`config.mk`:
```
export PLATFORM = sky130hd
export DESIGN_NAME = mem_arbiter
export DESIGN_NICKNAME = d
export VERILOG_FILES = /design/src/rtl/mem_arbiter.sv
export SDC_FILE = /design/constraint.sdc
export NUM_CORES = 1
export LEC_CHECK = 0
export ABC_AREA = 0
export CAP_MARGIN = 20
export CORE_ASPECT_RATIO = 1.2
export CORE_UTILIZATION = 25
export DETAILED_ROUTE_END_ITERATION = 8
export GPL_ROUTABILITY_DRIVEN = 0
export PLACE_DENSITY_LB_ADDON = 0.05
export SYNTH_ARGS = -nofsm -noshare
export SYNTH_HDL_FRONTEND = slang
export SYNTH_SLANG_ARGS = --single-unit
```
`constraint.sdc`:
```
create_clock -name clk -period 2.47 [get_ports clk]
set_clock_uncertainty 0.2 [all_clocks]
set_input_delay 0.494 -clock clk [delete_from_list [all_inputs] [get_ports clk]]
set_output_delay 0.494 -clock clk [all_outputs]
set_load 0.05 [all_outputs]
```
`src/rtl/mem_arbiter.sv`:
```
// Fetch/data arbiter for the single-ported fixed-latency unified memory.
// One access at a time; registered done/rdata, combinational stalls.
module mem_arbiter #(
  parameter int LAT      = 4,
  parameter int MAX_WAIT = 3
) (
  input  logic        clk,
  input  logic        rst_n,
  input  logic        if_req,
  input  logic [15:0] if_addr,
  input  logic        if_cancel,
  output logic [15:0] if_rdata,
  output logic        if_done,
  input  logic        dm_req,
  input  logic        dm_wr,
  input  logic [15:0] dm_addr,
  input  logic [15:0] dm_wdata,
  output logic [15:0] dm_rdata,
  output logic        dm_done,
  output logic        mem_en,
  output logic        mem_wr,
  output logic [15:0] mem_addr,
  output logic [15:0] mem_wdata,
  input  logic [15:0] mem_rdata,
  output logic        stall_fetch,
  output logic        stall_mem
);

  localparam logic [1:0] S_IDLE = 2'd0;
  localparam logic [1:0] S_BUSY = 2'd1;
  localparam logic [1:0] S_DONE = 2'd2;

  localparam logic OWN_IF = 1'b0;
  localparam logic OWN_DM = 1'b1;

  localparam int CW = (LAT > 1) ? $clog2(LAT) : 1;
  localparam int WW = (MAX_WAIT > 0) ? $clog2(MAX_WAIT + 1) : 1;

  logic [1:0]    state;
  logic          owner;
  logic [CW-1:0] cnt;
  logic [WW-1:0] wcnt;
  logic          cancel;
  logic [15:0]   lat_addr;
  logic [15:0]   lat_wdata;
  logic          lat_wr;
  logic [15:0]   if_rdata_q;
  logic [15:0]   dm_rdata_q;
  logic          if_done_q;
  logic          dm_done_q;

  logic grant_if;
  logic grant_dm;
  logic wait_full;

  always_comb begin
    wait_full = (wcnt == WW'(MAX_WAIT));
    grant_if  = (state == S_IDLE) && if_req && (!dm_req || wait_full);
    grant_dm  = (state == S_IDLE) && dm_req && !grant_if;
  end

  always_ff @(posedge clk or negedge rst_n) begin
    if (!rst_n) begin
      state      <= S_IDLE;
      owner      <= OWN_IF;
      cnt        <= '0;
      wcnt       <= '0;
      cancel     <= 1'b0;
      lat_addr   <= '0;
      lat_wdata  <= '0;
      lat_wr     <= 1'b0;
      if_rdata_q <= '0;
      dm_rdata_q <= '0;
      if_done_q  <= 1'b0;
      dm_done_q  <= 1'b0;
    end else begin
      if_done_q <= 1'b0;
      dm_done_q <= 1'b0;
      case (state)
        S_IDLE: begin
          if (grant_if) begin
            owner     <= OWN_IF;
            lat_addr  <= if_addr;
            lat_wdata <= '0;
            lat_wr    <= 1'b0;
            cnt       <= CW'(LAT - 1);
            cancel    <= 1'b0;
            wcnt      <= '0;
            state     <= S_BUSY;
          end else if (grant_dm) begin
            owner     <= OWN_DM;
            lat_addr  <= dm_addr;
            lat_wdata <= dm_wdata;
            lat_wr    <= dm_wr;
            cnt       <= CW'(LAT - 1);
            cancel    <= 1'b0;
            // Only a fetch left waiting behind this grant counts toward starvation.
            if (!if_req)
              wcnt <= '0;
            else if (!wait_full)
              wcnt <= wcnt + WW'(1);
            state     <= S_BUSY;
          end else if (!if_req) begin
            wcnt <= '0;
          end
        end
        S_BUSY: begin
          if (owner == OWN_IF && if_cancel)
            cancel <= 1'b1;
          if (cnt == '0) begin
            state <= S_DONE;
            if (owner == OWN_DM) begin
              dm_rdata_q <= lat_wr ? '0 : mem_rdata;
              dm_done_q  <= 1'b1;
            end else if (!(cancel || if_cancel)) begin
              if_rdata_q <= mem_rdata;
              if_done_q  <= 1'b1;
            end
          end else begin
            cnt <= cnt - CW'(1);
          end
        end
        S_DONE: begin
          state <= S_IDLE;
        end
        default: begin
          state <= S_IDLE;
        end
      endcase
    end
  end

  always_comb begin
    mem_en    = (state == S_BUSY);
    mem_wr    = mem_en && lat_wr;
    mem_addr  = lat_addr;
    mem_wdata = lat_wdata;
    if_rdata  = if_rdata_q;
    dm_rdata  = dm_rdata_q;
    // A flush landing in the completion cycle still kills the fetch result.
    if_done     = if_done_q && !if_cancel;
    dm_done     = dm_done_q;
    stall_fetch = rst_n && if_req && !if_done;
    stall_mem   = rst_n && dm_req && !dm_done;
  end

endmodule

```
==> metrics.cfg, run 1 <==
[outcome]
status=finished clean

[synth]
synth-edff-count=0
ys_seq_area_share_pct=58.7
syn_nets=351
synth_seq_cells=75
synthCells=279
synth_area_um2=3200
synth.distinct_cells=32
async_flop_share_pct=100
syn_area_per_cell_um2=11.5
yosysWarnings=0
synth_ff_type=dfrtp_1

[sta]
fin_tns_setup_ns=0
relSlewSlack_pct=63.6
hold_violations=0
fin_crit_sh_pct=94.0
finalSetupViolCount=0
layout_min_cycle_time_ns=2.32
slew_violations=0
fmax_mhz=431
rsz0062_at_grt=false
tightest_slew_ns=0.544

[critical_path]
crit_required_ns=1.78
regToRegStartpoint=cnt[0]
r2r_setup_slack_ns=0.46
worstSetupStartpointType=primary input
r2r_cells=6
timing.rr.end=if_rdata[9]
path_max_fanout=8
worstPathArrival_ns=1.63
worstSetupPathType=in -> out
startpoint=if_req
worstSetupEndpointType=output port
crit_end=stall_fetch

[layout]
multi_input_area_um2=1130
layout-drive-gt1-share_pct=13.1
nFillCells=1213
regArea_um2=1880
final_common_cell=clkdlybuf4s50_1
postLayoutCoreUtil_pct=41.9
diodes=0
area_delta_synth_final_pct=60.7
final_nets=493
layout_common_cells=clkdlybuf4s50_1, dfrtp_1, o21ai_0

[detailed_routing]
vias=2655
drt-initial-drc-count=94
viasPerCell=4.52
wl_um=8850
drt_pass1_iterations=4
post_drt_wl_per_cell_um=15.1
drc=0
ant_nets=0

[grt]
grt_pass1_wl_um=14600
grt-ovfl-total=0
grt_max_degree=39
grt_pass1_vias=2741
antenna_found_initial=0
track_usage_pct=14.4

[placement]
io_buffer_count=139
hpwlAfterDp_um=6310

[floorplanning]
die_w_um=105
die_y_um=126
dieArea_um2=13300
fp-row-count=44
io_pins=140
start_util_pct=26.0
placeableCoreArea_um2=12300

[power]
p_per_area_nw_per_um2=1540
p_total_uw=7930
peakVddDrop_uv=717
p_leak_uw=0.00227

[clocking]
numCtsBuffers=9
clkTransAtPathRegs_ns=0.06
cts_hold_buffers=0
post_cts_resized=0
cts_tree=done
clk_latency_ns=0.33
clockBufferDepth=2
cts_sinks=75
cts-root-buf=clkbuf_16
htreeDepth=3
post-cts-setup-buffers=0

[worst_hold_path]
min-delay-path-class=in -> async

[run]
drv_cap=0

[flip-flops by register name, indices dropped and copies added, names as in the netlist]
register	count
if_done_q	1
mem_wdata	16
dm_rdata	16
state	2
lat_wr	1
if_rdata	16
cancel	1
owner	1
wcnt	2
mem_addr	16
cnt	2
dm_done	1
[metal layers]
layer	share of wire (%)	vias up	track usage (%)
met5	0	-	0
met4	2.0	0	6.71
met3	7.6	11	4.55
met2	47	101	22.7
met1	44	1265	17.9
li1	-	1278	-
[worst min path at each step]
stage	slack, ns	to	cells after the start	startpoint
2_1_floorplan	-0.002	cancel	0	rst_n
3_3_place_gp	0.27	dm_rdata[9]	2	dm_rdata[9]
3_5_place_dp	0.27	dm_rdata[2]	2	dm_rdata[2]
4_1_cts	0.08	mem_addr[14]	2	rst_n
5_1_grt	0.1	mem_addr[14]	2	rst_n
6_report	0.05	mem_addr[14]	2	rst_n
[cell usage after synthesis (2+ instances only)]
cell type / instances / area [µm²]
a22o_1: 17 / 149
a32o_1: 2 / 20.0
and3_1: 2 / 12.5
buf_2: 3 / 15.0
clkbuf_1: 17 / 63.8
dfrtp_1: 75 / 1880
ha_1: 2 / 25.0
inv_1: 23 / 86.3
mux2_2: 7 / 78.8
mux2_4: 9 / 135
nand2_1: 20 / 75.1
nand2b_1: 17 / 106
nand4_1: 16 / 100
nor2_1: 5 / 18.8
o21ai_0: 32 / 160
o311ai_0: 16 / 140
[kinds of logic after synthesis]
| logic type | after synthesis | synth area share (%) |
|---|---|---|
| flops | 75 | 58.7 |
| compound gates | 73 | 16.1 |
| simple gates | 68 | 11.6 |
| buf+inv | 45 | 6.14 |
| mux | 16 | 6.69 |
| fa+ha+maj | 2 | 0.782 |
[where the power goes]
group          switching, µW  leakage, µW  internal (µW)
combinational           2790      0.00119           1600
sequential               359     0.000928           1830
clock                    496     0.000155            861
total                   3640      0.00227           4290
[final cells by class]
cell class                      count  area share (%)
Inverter                           23            1.68
Clock buffer                       12            5.19
Multi-Input combinational cell    159            22.0
Timing Repair Buffer              153            29.8
Clock inverter                      4           0.925
Sequential cell                    75            36.5
Tap cell                          161            3.92
[per-stage QoR]
stage               area [µm²]  setup WS (ns)  hold slack (ns)  cells
global placement          4820          0.156            0.267    571
finish                    5140          0.148           0.0505    587
floorplan                 3200         0.0204         -0.00159    279
global route              5140         0.0562           0.0967    587
CTS                       5140          0.133           0.0763    587
detailed placement        4820          0.146            0.271    571
[worst max-delay path: stages]
cell and delay, ns:
clkdlybuf4s50_1 0.64, nand2_1 0.11, nor2_1 0.21, buf_12 0.17
(Power assumes the default switching activity.)
==> inputs of run 2 (changes only) <==
--- a/config.mk
+++ b/config.mk
@@ -9,8 +9,10 @@
 export CAP_MARGIN = 20
 export CORE_ASPECT_RATIO = 1.2
 export CORE_UTILIZATION = 25
+export CTS_BUF_LIST = sky130_fd_sc_hd__clkbuf_4 sky130_fd_sc_hd__clkbuf_8
 export DETAILED_ROUTE_END_ITERATION = 8
 export GPL_ROUTABILITY_DRIVEN = 0
+export HOLD_SLACK_MARGIN = 0.06
 export PLACE_DENSITY_LB_ADDON = 0.05
 export SYNTH_ARGS = -nofsm -noshare
 export SYNTH_HDL_FRONTEND = slang
==> run 2 against run 1 <==
Effect of this change:
- design area shrank 1.8%
- die area is the same
- routed wire length down 0.43%
- clock power fell by 27%
- critical path type unchanged
- combinational power about the same
- largest power group unchanged
- sequential share of layout area is 0.66 points higher
==> metrics.cfg, run 2 (synthesis results as in run 1) <==
[critical_path]
worstSetupPathType=in -> out
cp_num_buf_inv=3
worstSetupEndpointType=output port
startpoint=rst_n
r2r_setup_slack_ns=0.46
path_cells=dlygate4sd3_1 > buf_4 > nand2_1 > nor2_1 > buf_12
timing.rr.end=if_rdata[9]
path_delay_family=buffers and inverters
worstSetupStartpointType=primary input
r2r_cells=6
max_stage_delay_ns=0.54
worst-path-stages=5
worstPathArrival_ns=1.63
critical-path-slowest-cell=dlygate4sd3_1
crit_end=stall_mem
regToRegStartpoint=cnt[0]
crit_required_ns=1.78
path_max_fanout=4

[grt]
track_usage_pct=14.2
grt_pass1_vias=2728
antenna_found_initial=0
grt_max_degree=39
grt_pass1_wl_um=14600
grt-ovfl-total=0

[placement]
hpwlAfterDp_um=6310
io_buffer_count=139
placed_cells=571

[worst_hold_path]
min-delay-path-class=reg -> reg

[layout]
diodes=0
layout.cells.non_filler=588
final_common_cell=clkdlybuf4s50_1
area_delta_synth_final_pct=57.8
layout_common_cells=clkdlybuf4s50_1, dfrtp_1, o21ai_0
layout-drive-gt1-share_pct=13.1
final_nets=494

[clocking]
numCtsBuffers=9
clkTransAtPathRegs_ns=0.08
cts_hold_buffers=1
post-cts-setup-buffers=0
post_cts_resized=0
clockBufferDepth=2
clk_latency_ns=0.34
cts_sinks=75
cts-root-buf=clkbuf_8
cts_tree=done
htreeDepth=3

[floorplanning]
die_w_um=105
die_y_um=126
dieArea_um2=13300
io_pins=140
fp-row-count=44
placeableCoreArea_um2=12300
start_util_pct=26.0

[sta]
relSlewSlack_pct=63.6
fmax_mhz=430
fin_crit_sh_pct=94.2
layout_min_cycle_time_ns=2.33
rsz0062_at_grt=false
finalSetupViolCount=0
tightest_slew_ns=0.544
hold_violations=0
fin_tns_setup_ns=0
slew_violations=0

[outcome]
status=finished clean

[power]
comb_power_share_pct=58.0
p_seq_share_pct=28.8
power.internal_uw=3970
p_switching_uw=3600
switching_share_pct=47.5
peakVddDrop_uv=716
p_total_uw=7570
p_per_area_nw_per_um2=1500
p_leak_uw=0.00223
clkPwrFrac_pct=13.2

[run]
drv_cap=0

[detailed_routing]
drt-initial-drc-count=90
post_drt_wl_per_cell_um=15.0
wl_um=8810
ant_nets=0
drc=0
viasPerCell=4.47
vias=2629
drt_pass1_iterations=4

## run 2: area by class of cell
cell class                 instances  area, µm²
tap                              161        201
fill                            1225       7230
inverter                          23       86.3
clock buffer                      12        165
clock inverter                     4       47.5
sequential                        75       1880
timing repair buffer             154       1540
multi-input combinational        159       1130
## run 2: worst min-delay path by stage
stage	startpoint	end	cells past startpoint
final	dm_rdata[0]	dm_rdata[0]	2
after global routing	dm_rdata[0]	dm_rdata[0]	2
after CTS	dm_rdata[2]	dm_rdata[2]	2
after detailed placement	dm_rdata[2]	dm_rdata[2]	2
after global placement	dm_rdata[9]	dm_rdata[9]	2
after floorplan	rst_n	cancel	0
## run 2: power groups by stage
stage               clock network, µW  registers (µW)  logic [µW]
detailed placement                  0            2210        4440
global placement                    0            2220        4410
global route                     1090            2280        4640
CTS                              1050            2200        4450
finish                            997            2180        4390
floorplan                           0            3980        1060
## run 2: worst reg2reg max path, delay by kind of cell, from the launching register on
| kind | cells | cell delay, ns |
|---|---|---|
| fa+ha+maj | 1 | 0.19 |
| buf+inv | 2 | 0.28 |
| flops | 1 | 0.39 |
| mux | 1 | 0.31 |
| simple gates | 2 | 0.53 |
## run 2: metrics by stage
stage          worst slack, ns  instance area, µm²  utilization, %  hold WS [ns]
2_1_floorplan           0.0204                3200               -      -0.00159
3_3_place_gp             0.156                4820            39.3         0.267
3_5_place_dp             0.146                4820            39.3         0.271
4_1_cts                  0.124                5050            41.1         0.289
5_1_grt                 0.0562                5050            41.1         0.316
6_report                 0.144                5050            41.1         0.283
## run 2: per-layer routing
layer | wire, µm | share of wire, % | vias up | track usage (%)
met5 | 0 | 0 | - | 0
met4 | 98 | 1.1 | 0 | 4.97
met3 | 700 | 7.9 | 6 | 5.02
met2 | 4150 | 47 | 96 | 22.6
met1 | 3860 | 44 | 1251 | 17.7
li1 | - | - | 1276 | -
==> inputs of run 3 (changes only) <==
==> constraint.sdc (replaced) <==
create_clock -name clk -period 2.47 [get_ports clk]
set_clock_uncertainty 0.2 [all_clocks]
set_input_delay 0.247 -clock clk [delete_from_list [all_inputs] [get_ports clk]]
set_output_delay 0.247 -clock clk [all_outputs]
set_load 0.05 [all_outputs]
==> run 3 against run 2 <==
Effect of this change:
- worst setup slack better by 0.031 ns
- first-iteration DRC count is 16% lower
- die area stayed put
- hold slack worse by 0.0011 ns
- combinational power is 0.9% lower
- final cell count is 0.68% lower
- largest power group unchanged
- highest routed layer unchanged
==> metrics.cfg, run 3 (synthesis results as in run 1) <==
[layout]
diodes=0
area_delta_synth_final_pct=56.2
final_nets=490
final_common_cell=clkdlybuf4s50_1
layout_common_cells=clkdlybuf4s50_1, dfrtp_1, o21ai_0
postLayoutCoreUtil_pct=40.7
layout-drive-gt1-share_pct=12.1

[detailed_routing]
drt_pass1_iterations=4
post_drt_wl_per_cell_um=15.3
wl_um=8940
vias=2642
ant_nets=0
drt-initial-drc-count=76
drc=0
viasPerCell=4.52

[critical_path]
worstPathArrival_ns=1.85
startpoint=state[1]
regToRegStartpoint=cnt[0]
max_stage_delay_ns=0.80
path_cells=and2b_2 > clkdlybuf4s50_1
critical-path-slowest-cell=clkdlybuf4s50_1
worstSetupStartpointType=flip-flop
path_max_fanout=6
crit_required_ns=2.02
r2r_cells=6
worstSetupPathType=reg -> out
worstSetupEndpointType=output port

[floorplanning]
placeableCoreArea_um2=12300
dieArea_um2=13300
die_y_um=126
fp-row-count=44
io_pins=140
start_util_pct=26.0
die_w_um=105

[sta]
fin_tns_setup_ns=0
fmax_mhz=436
slew_violations=0
worst_hold_slack_ns=0.282
relSlewSlack_pct=49.8
tightest_slew_ns=0.753
fin_crit_sh_pct=93.0
layout_min_cycle_time_ns=2.30
rsz0062_at_grt=false
hold_violations=0
finalSetupViolCount=0
finalWorstSetupSlack_ns=0.174

[power]
clkPwrFrac_pct=13.3
p_leak_uw=0.00221
p_per_area_nw_per_um2=1510
p_seq_share_pct=29.0
switching_share_pct=47.7
peakVddDrop_uv=533
comb_power_share_pct=57.6
p_switching_uw=3600
power.internal_uw=3940
p_total_uw=7540

[grt]
grt-ovfl-total=0
track_usage_pct=14.4
grt_max_degree=40
grt_pass1_vias=2698
antenna_found_initial=0
grt_pass1_wl_um=14500

[clocking]
cts_tree=done
clkTransAtPathRegs_ns=0.07
cts_sinks=75
clockBufferDepth=2
htreeDepth=3
post_cts_resized=0
clk_latency_ns=0.35
cts-root-buf=clkbuf_8
numCtsBuffers=9

[worst_hold_path]
min_path_cells=2
worstHoldStart=dm_rdata[3]
min-delay-path-class=reg -> reg

[run]
drv_cap=0

[outcome]
status=finished clean

[placement]
io_buffer_count=139
hpwlAfterDp_um=6270
dpl_worst_slack_ns=0.316

-- run 3: metrics by stage --
| step | cell area [µm²] | cells |
|---|---|---|
| final | 4990 | 584 |
| after CTS | 4990 | 584 |
| after detailed placement | 4770 | 567 |
| after floorplan | 3200 | 279 |
| after global routing | 4990 | 584 |
| after global placement | 4770 | 567 |
-- run 3: timing repair --
item | CTS | global route
hold endpoints to repair | 75 | 0
buffers inserted | 0 | 0
hold buffers | 1 | 0
-- run 3: area by class of cell --
cell class	instances	area, µm²
sequential	75	1880
tap	161	201
inverter	23	86.3
clock buffer	12	165
clock inverter	4	47.5
timing repair buffer	150	1490
multi-input combinational	159	1130
fill	1216	7280
-- run 3: metal layers --
metal / wire length (µm) / up-vias / GRT usage, %
met2: 4100 / 97 / 21.4
met1: 4000 / 1264 / 18.9
met3: 689 / 9 / 4.81
li1: - / 1272 / -
met4: 148 / 0 / 6.21
met5: 0 / - / 0
-- run 3: path summary, 6_finish.rpt --
path                                     end  slack (ns)
min in group asynchronous        mem_addr[6]        0.35
worst min register to register   dm_rdata[3]        0.28
worst max-delay path                  mem_en        0.17
worst max register to register  if_rdata[15]        0.43
worst min-delay path             dm_rdata[3]        0.28
max in group asynchronous       if_rdata[14]        1.34
-- run 3: critical path, delay by kind of cell, from the launching register on --
family	cells	cell delay (ns)
buffers and inverters	1	0.80
flip-flops	1	0.43
AND/OR/NAND/NOR	1	0.27
-- run 3: power groups by stage --
stage	Sequential (µW)	Clock, µW	Combinational (µW)
floorplan	3980	0	1060
global placement	2220	0	4370
detailed placement	2220	0	4400
CTS	2210	1050	4410
global route	2290	1100	4590
finish	2190	1000	4350
